--- config.mk ---
export PLATFORM = sky130hd
export DESIGN_NAME = butterfly_pipe_wrapper
export DESIGN_NICKNAME = d
export VERILOG_FILES = /design/src/rtl/fft_bf_pkg.sv /design/src/rtl/bf_butterfly.sv /design/src/rtl/bf_pipe_stage.sv /design/src/rtl/butterfly_pipe_wrapper.sv
export SDC_FILE = /design/constraint.sdc
export NUM_CORES = 1
export LEC_CHECK = 0
export ABC_AREA = 1
export ABC_CLOCK_PERIOD_IN_PS = 1400
export CAP_MARGIN = 20
export CORE_MARGIN = 3
export CORE_UTILIZATION = 55
export DETAILED_ROUTE_END_ITERATION = 6
export PLACE_DENSITY_LB_ADDON = 0.25
export SYNTH_ARGS = -nofsm -noshare
export SYNTH_HDL_FRONTEND = slang
export SYNTH_HIERARCHICAL = 1
export SYNTH_SLANG_ARGS = --single-unit
--- constraint.sdc ---
create_clock -name clk -period 1.4 [get_ports clk]
set_input_delay 0.28 -clock clk [delete_from_list [all_inputs] [get_ports clk]]
set_output_delay 0.28 -clock clk [all_outputs]
set_load 0.03 [all_outputs]
--- src/rtl/fft_bf_pkg.sv ---
// fft_bf_pkg -- shared constants and types for the butterfly pipeline.
//
// Number formats (unsigned fixed point, modular arithmetic):
//   FP4 : 8-bit  value, 4 fractional bits (Q4.4), stored in mem[7:0]
//   FP8 : 16-bit value, 8 fractional bits (Q8.8), stored in mem[23:8]
// The twiddle is always supplied as Q8.8; an FP4 multiply uses its
// Q4.4 view (w[11:4]).
package fft_bf_pkg;

    localparam int MEM_W    = 24;
    localparam int IO_W     = 16;
    localparam int FP4_W    = 8;
    localparam int FP8_W    = MEM_W - FP4_W;
    localparam int FP8_FRAC = FP8_W / 2;
    localparam int FP4_FRAC = FP4_W / 2;

    // Bit positions inside the 2-bit mode field.
    localparam int MODE_MUL_BIT = 1;
    localparam int MODE_ADD_BIT = 0;

    typedef enum logic [1:0] {
        MODE_FP4_FP4   = 2'b00,
        MODE_FP4M_FP8A = 2'b01,
        MODE_FP8M_FP4A = 2'b10,
        MODE_FP8_FP8   = 2'b11
    } bf_mode_e;

    typedef struct packed {
        logic [IO_W-1:0] x;
        logic [IO_W-1:0] y;
        logic            is_fp8;
    } bf_result_t;

endpackage

--- src/rtl/bf_butterfly.sv ---
// bf_butterfly -- combinational butterfly X = A + B*W, Y = A - B*W.
//   MUL_W : width of the multiply format (FP4_W or FP8_W)
//   ADD_W : width of the add format      (FP4_W or FP8_W)
// Ports: a (ADD_W) add operand, b/w (MUL_W) multiply operands,
//        x/y (ADD_W) results. The product is realigned from the multiply
//        format's binary point to the add format's before the add.
module bf_butterfly
    import fft_bf_pkg::*;
#(
    parameter int MUL_W = FP8_W,
    parameter int ADD_W = FP8_W
) (
    input  logic [ADD_W-1:0] a,
    input  logic [MUL_W-1:0] b,
    input  logic [MUL_W-1:0] w,
    output logic [ADD_W-1:0] x,
    output logic [ADD_W-1:0] y
);

    logic [2*MUL_W-1:0] prod;
    logic [MUL_W-1:0]   t_mul;
    logic [ADD_W-1:0]   t_add;

    // Fixed-point multiply: drop the extra fractional bits, keep the low word.
    assign prod  = (2*MUL_W)'(b) * (2*MUL_W)'(w);
    assign t_mul = MUL_W'(prod >> (MUL_W / 2));

    generate
        if (ADD_W > MUL_W) begin : g_widen
            assign t_add = ADD_W'(t_mul) << ((ADD_W - MUL_W) / 2);
        end else if (ADD_W < MUL_W) begin : g_narrow
            assign t_add = ADD_W'(t_mul >> ((MUL_W - ADD_W) / 2));
        end else begin : g_same
            assign t_add = t_mul;
        end
    endgenerate

    assign x = a + t_add;
    assign y = a - t_add;

endmodule

--- src/rtl/bf_pipe_stage.sv ---
// bf_pipe_stage -- one valid/ready register slice.
// Ports: clk, rst_n (async, active-low), in_valid/in_ready/in_data from the
//        previous slice, out_valid/out_ready/out_data toward the next one.
// The slice loads whenever it is empty or its content leaves this cycle,
// so a full pipeline still moves one item per cycle.
module bf_pipe_stage #(
    parameter int W = 8
) (
    input  logic         clk,
    input  logic         rst_n,
    input  logic         in_valid,
    output logic         in_ready,
    input  logic [W-1:0] in_data,
    output logic         out_valid,
    input  logic         out_ready,
    output logic [W-1:0] out_data
);

    logic         valid_reg;
    logic [W-1:0] data_reg;

    assign in_ready  = !valid_reg || out_ready;
    assign out_valid = valid_reg;
    assign out_data  = data_reg;

    always_ff @(posedge clk or negedge rst_n) begin
        if (!rst_n) begin
            valid_reg <= 1'b0;
            data_reg  <= '0;
        end else if (in_ready) begin
            valid_reg <= in_valid;
            if (in_valid) begin
                data_reg <= in_data;
            end
        end
    end

endmodule

--- src/rtl/butterfly_pipe_wrapper.sv ---
// butterfly_pipe_wrapper -- mixed-precision butterfly with an elastic
// output pipeline.
// Parameters: PIPE_STAGES (1..4) register slices, TAG_W sideband width.
// Ports: clk, rst_n (async active-low); in_valid/in_ready handshake with
//        in_mode, in_a, in_b, in_w, in_tag; out_valid/out_ready handshake
//        with out_x, out_y, out_is_fp8, out_tag; busy = any slice occupied.
// Build option: define BF_PERF_CNT_EN to add output stall_cnt, a saturating
//        count of cycles where out_valid is high and out_ready low.
module butterfly_pipe_wrapper
    import fft_bf_pkg::*;
#(
    parameter int PIPE_STAGES = 2,
    parameter int TAG_W       = 4
) (
    input  logic             clk,
    input  logic             rst_n,
    input  logic             in_valid,
    output logic             in_ready,
    input  logic [1:0]       in_mode,
    input  logic [MEM_W-1:0] in_a,
    input  logic [MEM_W-1:0] in_b,
    input  logic [IO_W-1:0]  in_w,
    input  logic [TAG_W-1:0] in_tag,
    output logic             out_valid,
    input  logic             out_ready,
    output logic [IO_W-1:0]  out_x,
    output logic [IO_W-1:0]  out_y,
    output logic             out_is_fp8,
    output logic [TAG_W-1:0] out_tag,
    output logic             busy
`ifdef BF_PERF_CNT_EN
    ,
    output logic [15:0]      stall_cnt
`endif
);

    localparam int PAY_W = $bits(bf_result_t) + TAG_W;

    logic [3:0][IO_W-1:0]              var_x;
    logic [3:0][IO_W-1:0]              var_y;
    bf_result_t                        sel_res;
    bf_result_t                        out_res;
    logic [PIPE_STAGES:0]              stage_valid;
    logic [PIPE_STAGES:0]              stage_ready;
    logic [PIPE_STAGES:0][PAY_W-1:0]   stage_data;

    // All four precision variants run in parallel; variant index == mode.
    generate
        for (genvar gi = 0; gi < 4; gi++) begin : g_var
            localparam logic [1:0] VMODE = 2'(gi);
            localparam bit MUL8 = VMODE[MODE_MUL_BIT];
            localparam bit ADD8 = VMODE[MODE_ADD_BIT];
            localparam int MW   = MUL8 ? FP8_W : FP4_W;
            localparam int AW   = ADD8 ? FP8_W : FP4_W;

            logic [MW-1:0] b_op;
            logic [MW-1:0] w_op;
            logic [AW-1:0] a_op;
            logic [AW-1:0] x_r;
            logic [AW-1:0] y_r;

            if (MUL8) begin : g_m8
                assign b_op = in_b[MEM_W-1:FP4_W];
                assign w_op = in_w;
            end else begin : g_m4
                assign b_op = in_b[FP4_W-1:0];
                assign w_op = in_w[FP8_FRAC-FP4_FRAC +: FP4_W];
            end

            if (ADD8) begin : g_a8
                assign a_op = in_a[MEM_W-1:FP4_W];
            end else begin : g_a4
                assign a_op = in_a[FP4_W-1:0];
            end

            bf_butterfly #(
                .MUL_W (MW),
                .ADD_W (AW)
            ) u_bf (
                .a (a_op),
                .b (b_op),
                .w (w_op),
                .x (x_r),
                .y (y_r)
            );

            // FP4 add results are zero-extended into the 16-bit output.
            assign var_x[gi] = IO_W'(x_r);
            assign var_y[gi] = IO_W'(y_r);
        end
    endgenerate

    always_comb begin
        sel_res        = '0;
        sel_res.x      = var_x[in_mode];
        sel_res.y      = var_y[in_mode];
        sel_res.is_fp8 = in_mode[MODE_ADD_BIT];
    end

    // Slice chain: index 0 is the wrapper input, index PIPE_STAGES the output.
    assign stage_valid[0]           = in_valid;
    assign stage_data[0]            = {sel_res, in_tag};
    assign in_ready                 = stage_ready[0];
    assign stage_ready[PIPE_STAGES] = out_ready;

    generate
        for (genvar gi = 0; gi < PIPE_STAGES; gi++) begin : g_stage
            bf_pipe_stage #(
                .W (PAY_W)
            ) u_stage (
                .clk       (clk),
                .rst_n     (rst_n),
                .in_valid  (stage_valid[gi]),
                .in_ready  (stage_ready[gi]),
                .in_data   (stage_data[gi]),
                .out_valid (stage_valid[gi+1]),
                .out_ready (stage_ready[gi+1]),
                .out_data  (stage_data[gi+1])
            );
        end
    endgenerate

    assign {out_res, out_tag} = stage_data[PIPE_STAGES];
    assign out_x      = out_res.x;
    assign out_y      = out_res.y;
    assign out_is_fp8 = out_res.is_fp8;
    assign out_valid  = stage_valid[PIPE_STAGES];
    assign busy       = |stage_valid[PIPE_STAGES:1];

`ifdef BF_PERF_CNT_EN
    logic [15:0] stall_cnt_reg;

    always_ff @(posedge clk or negedge rst_n) begin
        if (!rst_n) begin
            stall_cnt_reg <= '0;
        end else if (out_valid && !out_ready && (stall_cnt_reg != 16'hFFFF)) begin
            stall_cnt_reg <= stall_cnt_reg + 16'd1;
        end
    end

    assign stall_cnt = stall_cnt_reg;
`endif

endmodule

Word level (Yosys, flattened, before mapping)
Index checks and enable logic that the tools add are counted.

Multipliers: 2. Reduce and logical (&&, ||, !) cells: 7. Order comparisons: 1. Multiplexer cells: 4. Add/sub/neg operators: 8.

Operator list (count): 16-bit binary-select mux with 2-bit select (2); 16-bit 2-to-1 mux (2); 16-bit by 16-bit multiplier with 24-bit output (1); 16-bit by 12-bit adder with 16-bit output (1); 16-bit adder (1); 8-bit adder (2); 16-bit by 12-bit subtractor with 16-bit output (1); 16-bit subtractor (1); 8-bit subtractor (2); 8-bit by 8-bit multiplier with 12-bit output (1); 2-bit AND reduction (2); 2-bit by 3-bit < comparator with 1-bit output, second input constant (1); 1-bit logical NOT (2); 1-bit logical OR (2); 2-bit OR reduction (1).

Input bits: 74. Logic and storage cells: 26. Register bits after elaboration: 76.

Depth between registers and ports, before layout
Word-level depth: 4. Mapped depth: 41. Gate-level depth less buffers: 39.

Modules after synthesis
The synthesis kept the hierarchy.

By module, submodules not included: bf_butterfly (g_var[3].u_bf) (cells each 1275, area each 8936.1 µm², times used 1); bf_butterfly (g_var[2].u_bf) (cells each 924, area each 6543.8 µm², times used 1); bf_pipe_stage (cells each 165, area each 1529.0 µm², times used 2); bf_butterfly (g_var[1].u_bf) (cells each 484, area each 2984.1 µm², times used 1); bf_butterfly (g_var[0].u_bf) (cells each 369, area each 2443.6 µm², times used 1); butterfly_pipe_wrapper (cells each 241, area each 996.0 µm², times used 1).

Worst setup path before layout
No wires, ideal clock.

Path kind: input port to flip-flop. Start: input port in_w[3]. End: register g_stage[0].u_stage.data_reg[10]. Path buffers: 2. Slack: -5.367 ns. Data arrival time: 6.650 ns. Setup time: 0.116 ns. Stages: 32. Data required time: 1.284 ns. Path through: clkbuf_1 > clkbuf_1 > nand2_1 > fa_1 > fa_1 > fa_1 > fa_1 > inv_1 > fa_1 > inv_1 > fa_1 > inv_1 > ha_1 > a21oi_1 > inv_1 > a31oi_1 > nor2_1 > nor2_1 > xor2_1 > inv_1 > ha_1 > o31ai_1 > a21oi_1 > nor2_1 > nor2_1 > xor2_1 > inv_1 > nand2_1 > nand3_1 > nand2_1 > nand3_1 > nand2_1.

RTL lines: start, declared (line butterfly_pipe_wrapper.sv:22) `input logic [IO_W-1:0] in_w,`; end signal, assigned (line bf_pipe_stage.sv:33) `data_reg <= in_data;`; end, declared (line bf_pipe_stage.sv:20) `logic [W-1:0] data_reg;`.

==> results.md <==
- Detailed Routing Iterations Pass 1: 7
- Clock root buffer master: clkbuf_16
- Final cell count without fillers: 4818
- TritonCTS clock tree: yes
- Inserted Clock Buffers: 9
- CTS HTree Levels: 3
- CTS sink cnt: 76
- Count of buffer and inverter cells on the critical path: 10
- Synth top area share: 0.294
- # port buffers: 113
- Initial Util: 0.561
- Max incr delay on CP: 0.59 ns
- Synth area leaders: fa_1 29%, nand2_1 16%, inv_1 15%, ha_1 12%, dfrtp_1 7.6%
- Final Cell Area: 34500 µm²
- Tot GR Track Use: 0.330
- Full die area: 48000 µm²
- Clock transition at path regs: 0.07 ns
- Reg2Reg Depth: 6
- Final Core Density: 0.774
- Number of enable flip-flop cells after synthesis: 0
- Max-Cap Viols: 0
- Synth Register Bits: 76
- R2R Path Start: g_stage[0].u_stage/out_valid
- First DRT Iteration DRCs: 2871
- Fin Hold WS: 0.444 ns
- Max Slew Vio Count: 0
- Pin count of the biggest net entering global routing: 33
- Yosys Warn Count: 6
- Share of cells above drive strength 1: 0.274
- Post-DP Area: 30700 µm²
- Routability cong.: 0.983
- Final Skew: 0.00880 ns
- Largest family of logic cells by synthesized area: adder cells
- Xor and xnor area share after synthesis: 0.0348
- Die width: 219 µm
- Slew headroom: 0.612
- Inst Count DP: 4655
- # fillers: 2937
- I/O pin cnt: 114
- Failing checks: design-rule violations, negative setup slack
- First-pass GRT wire length: 127000 µm
- Seq/Total Area, Yosys: 0.0762
- Fin. Hold Viols: 0
- Flop2flop setup slack: 0.14 ns
- Worst hold path type: in2async
- Tightest Pin Transition: 0.580 ns
- Avg Cell Area, Syn: 6.89 µm²
- Clock Latency Late Sink: 0.33 ns
- Status: finished with violations
- R2r endpoint: g_stage[1].u_stage/out_data[14]
- CP delay by family, top: adder cells
- RSZ-0062 raised after global routing: true
- Vias: 26509
- Post-synth net total: 4302
- Startpoint type of the worst setup path: primary input
- FP Rows: 77
- Nets: 4900
- Kind of critical path: in2reg
- Post-DP HPWL: 56600 µm
- Fraction of the mapped netlist area in simple logic gates: 0.244
- CP Capture Type: flop
- Cell variety after synth: 49
- Drt wl/cell: 19.3 µm
- Antenna Nets Post-Route: 0
- Post-Synth Adder-Cell Area: 0.414
- Fraction of registers with async set/reset: 1.00
- Cell count after synthesis: 3623
- Critical Path Fanout Max: 10
- CTS Buffer Depth: 2
- Die height: 219 µm
- Final setup vio count: 33
- Ys flop type: dfrtp_1
- Fmax: 0.141 GHz
- Crit path time final: 7.09 ns
- Period utilisation layout: 5.07
- Synth Cell Area: 25000 µm²
- Remaining Overflow, GRT: 0
- Mux share of post-synthesis cell area: 0
- Vias in the first global route: 25558
- Area Overhead vs Synth: 38.1%
- Complex-gate fraction of the synthesized area: 0.0470
- DR vias/cell: 5.50
- Post-synth top area cell: fa_1
- Initial antenna violation count: 0
- Worst path required time: 1.62 ns
- WL final: 92900 µm
- DR DRC count: 151
- Core outline area: 44500 µm²
- CP most frequent cell: fa_1
- Antenna cells: 0
- Min setup slack post-route: -5.69 ns
- CP arrival: 7.32 ns
- Slowest CP cell: fa_1
==> cell usage after synthesis, drive strengths merged, types with 3 or more instances <==
master	n
nor3	11
or2	3
buf	82
inv	996
a21oi	105
o21ai	54
nand4	20
o21bai	12
a21o	10
o211ai	3
clkbuf	82
fa	367
o31ai	5
ha	238
a31oi	3
xnor2	16
nand3b	9
xor2	79
nor4	5
nor2	108
a221oi	3
dfrtp	76
nand3	223
nand2	1103
==> what timing repair did <==
| item | in CTS | in global routing |
|---|---|---|
| endpoints found under the hold margin | 27 | 0 |
| setup buffers | 105 | 45 |
| setup endpoints to repair | 71 | 61 |
| hold buffers | 1 | 0 |
| gates cloned | 12 | 0 |
| resized for setup | 383 | 302 |
| pin swaps | 227 | 258 |
==> per-stage QoR <==
stage               setup TNS [ns]  worst slack (ns)
detailed placement         -177.94             -5.81
CTS                        -151.04             -4.99
floorplan                  -144.58             -4.84
global route               -173.96             -5.86
global placement           -174.33             -5.74
finish                     -166.58             -5.69
==> how the worst max path moves through the flow <==
| stage | start | to | cells after the start |
|---|---|---|---|
| after floorplan | in_w[4] | g_stage[0].u_stage/out_data[17] | 36 |
| after detailed placement | in_b[14] | g_stage[0].u_stage/out_data[20] | 31 |
| after global placement | in_b[14] | g_stage[0].u_stage/out_data[16] | 32 |
| after global routing | in_w[7] | g_stage[0].u_stage/out_data[20] | 36 |
| final | in_w[7] | g_stage[0].u_stage/out_data[20] | 35 |
| after CTS | in_b[17] | g_stage[0].u_stage/out_data[14] | 34 |
==> area by class of cell <==
type                    count  area [µm²]  area share
well taps                 592         741      0.0215
multi-input cells        2386       20700       0.601
inverters                 997        3760       0.109
flip-flops and latches     76        1900      0.0552
clock buffers              10         239     0.00693
clock inverters             6        96.3     0.00279
repair buffers            751        7020       0.204
==> per-layer routing <==
metal  routed length [µm]  GRT usage  up-vias
met4                 7480      0.128        2
met2                42000      0.560     1768
li1                     -          -    11700
met3                10600     0.0402      665
met1                32700      0.433    12374
met5                  115          0        -
==> worst reg2reg max path, cell delays in order, from the launching register on <==
cell and delay [ns]:
dfrtp_1 0.38, buf_6 0.13, buf_6 0.19, nand2_2 0.12
buf_4 0.20, nand2_1 0.08, nand2_1 0.05
==> cell families after synthesis <==
| logic type | Yosys count |
|---|---|
| DFF | 76 |
| and+or+nand+nor | 1483 |
| AOI/OAI and AO/OA | 203 |
| adders and majority gates | 605 |
| buffers and inverters | 1161 |
| xor gates and xnor gates | 95 |
==> sequential cells by signal, summed over array words and instances (netlist names) <==
register                   cells
g_stage.u_stage/out_data      74
g_stage.u_stage/out_valid      2
==> cells in the final DEF (no fill, tap or decap), drive strengths merged, types with 76 or more instances in the layout <==
cell and count:
ha 238, xor2 79, a21oi 105, buf 658
inv 997, nor2 108, fa 367, nand3 223
dfrtp 76, nand2 1103
Power is not shown: default switching activity piles up to over one toggle a cycle in this logic, so the estimate is an artifact.
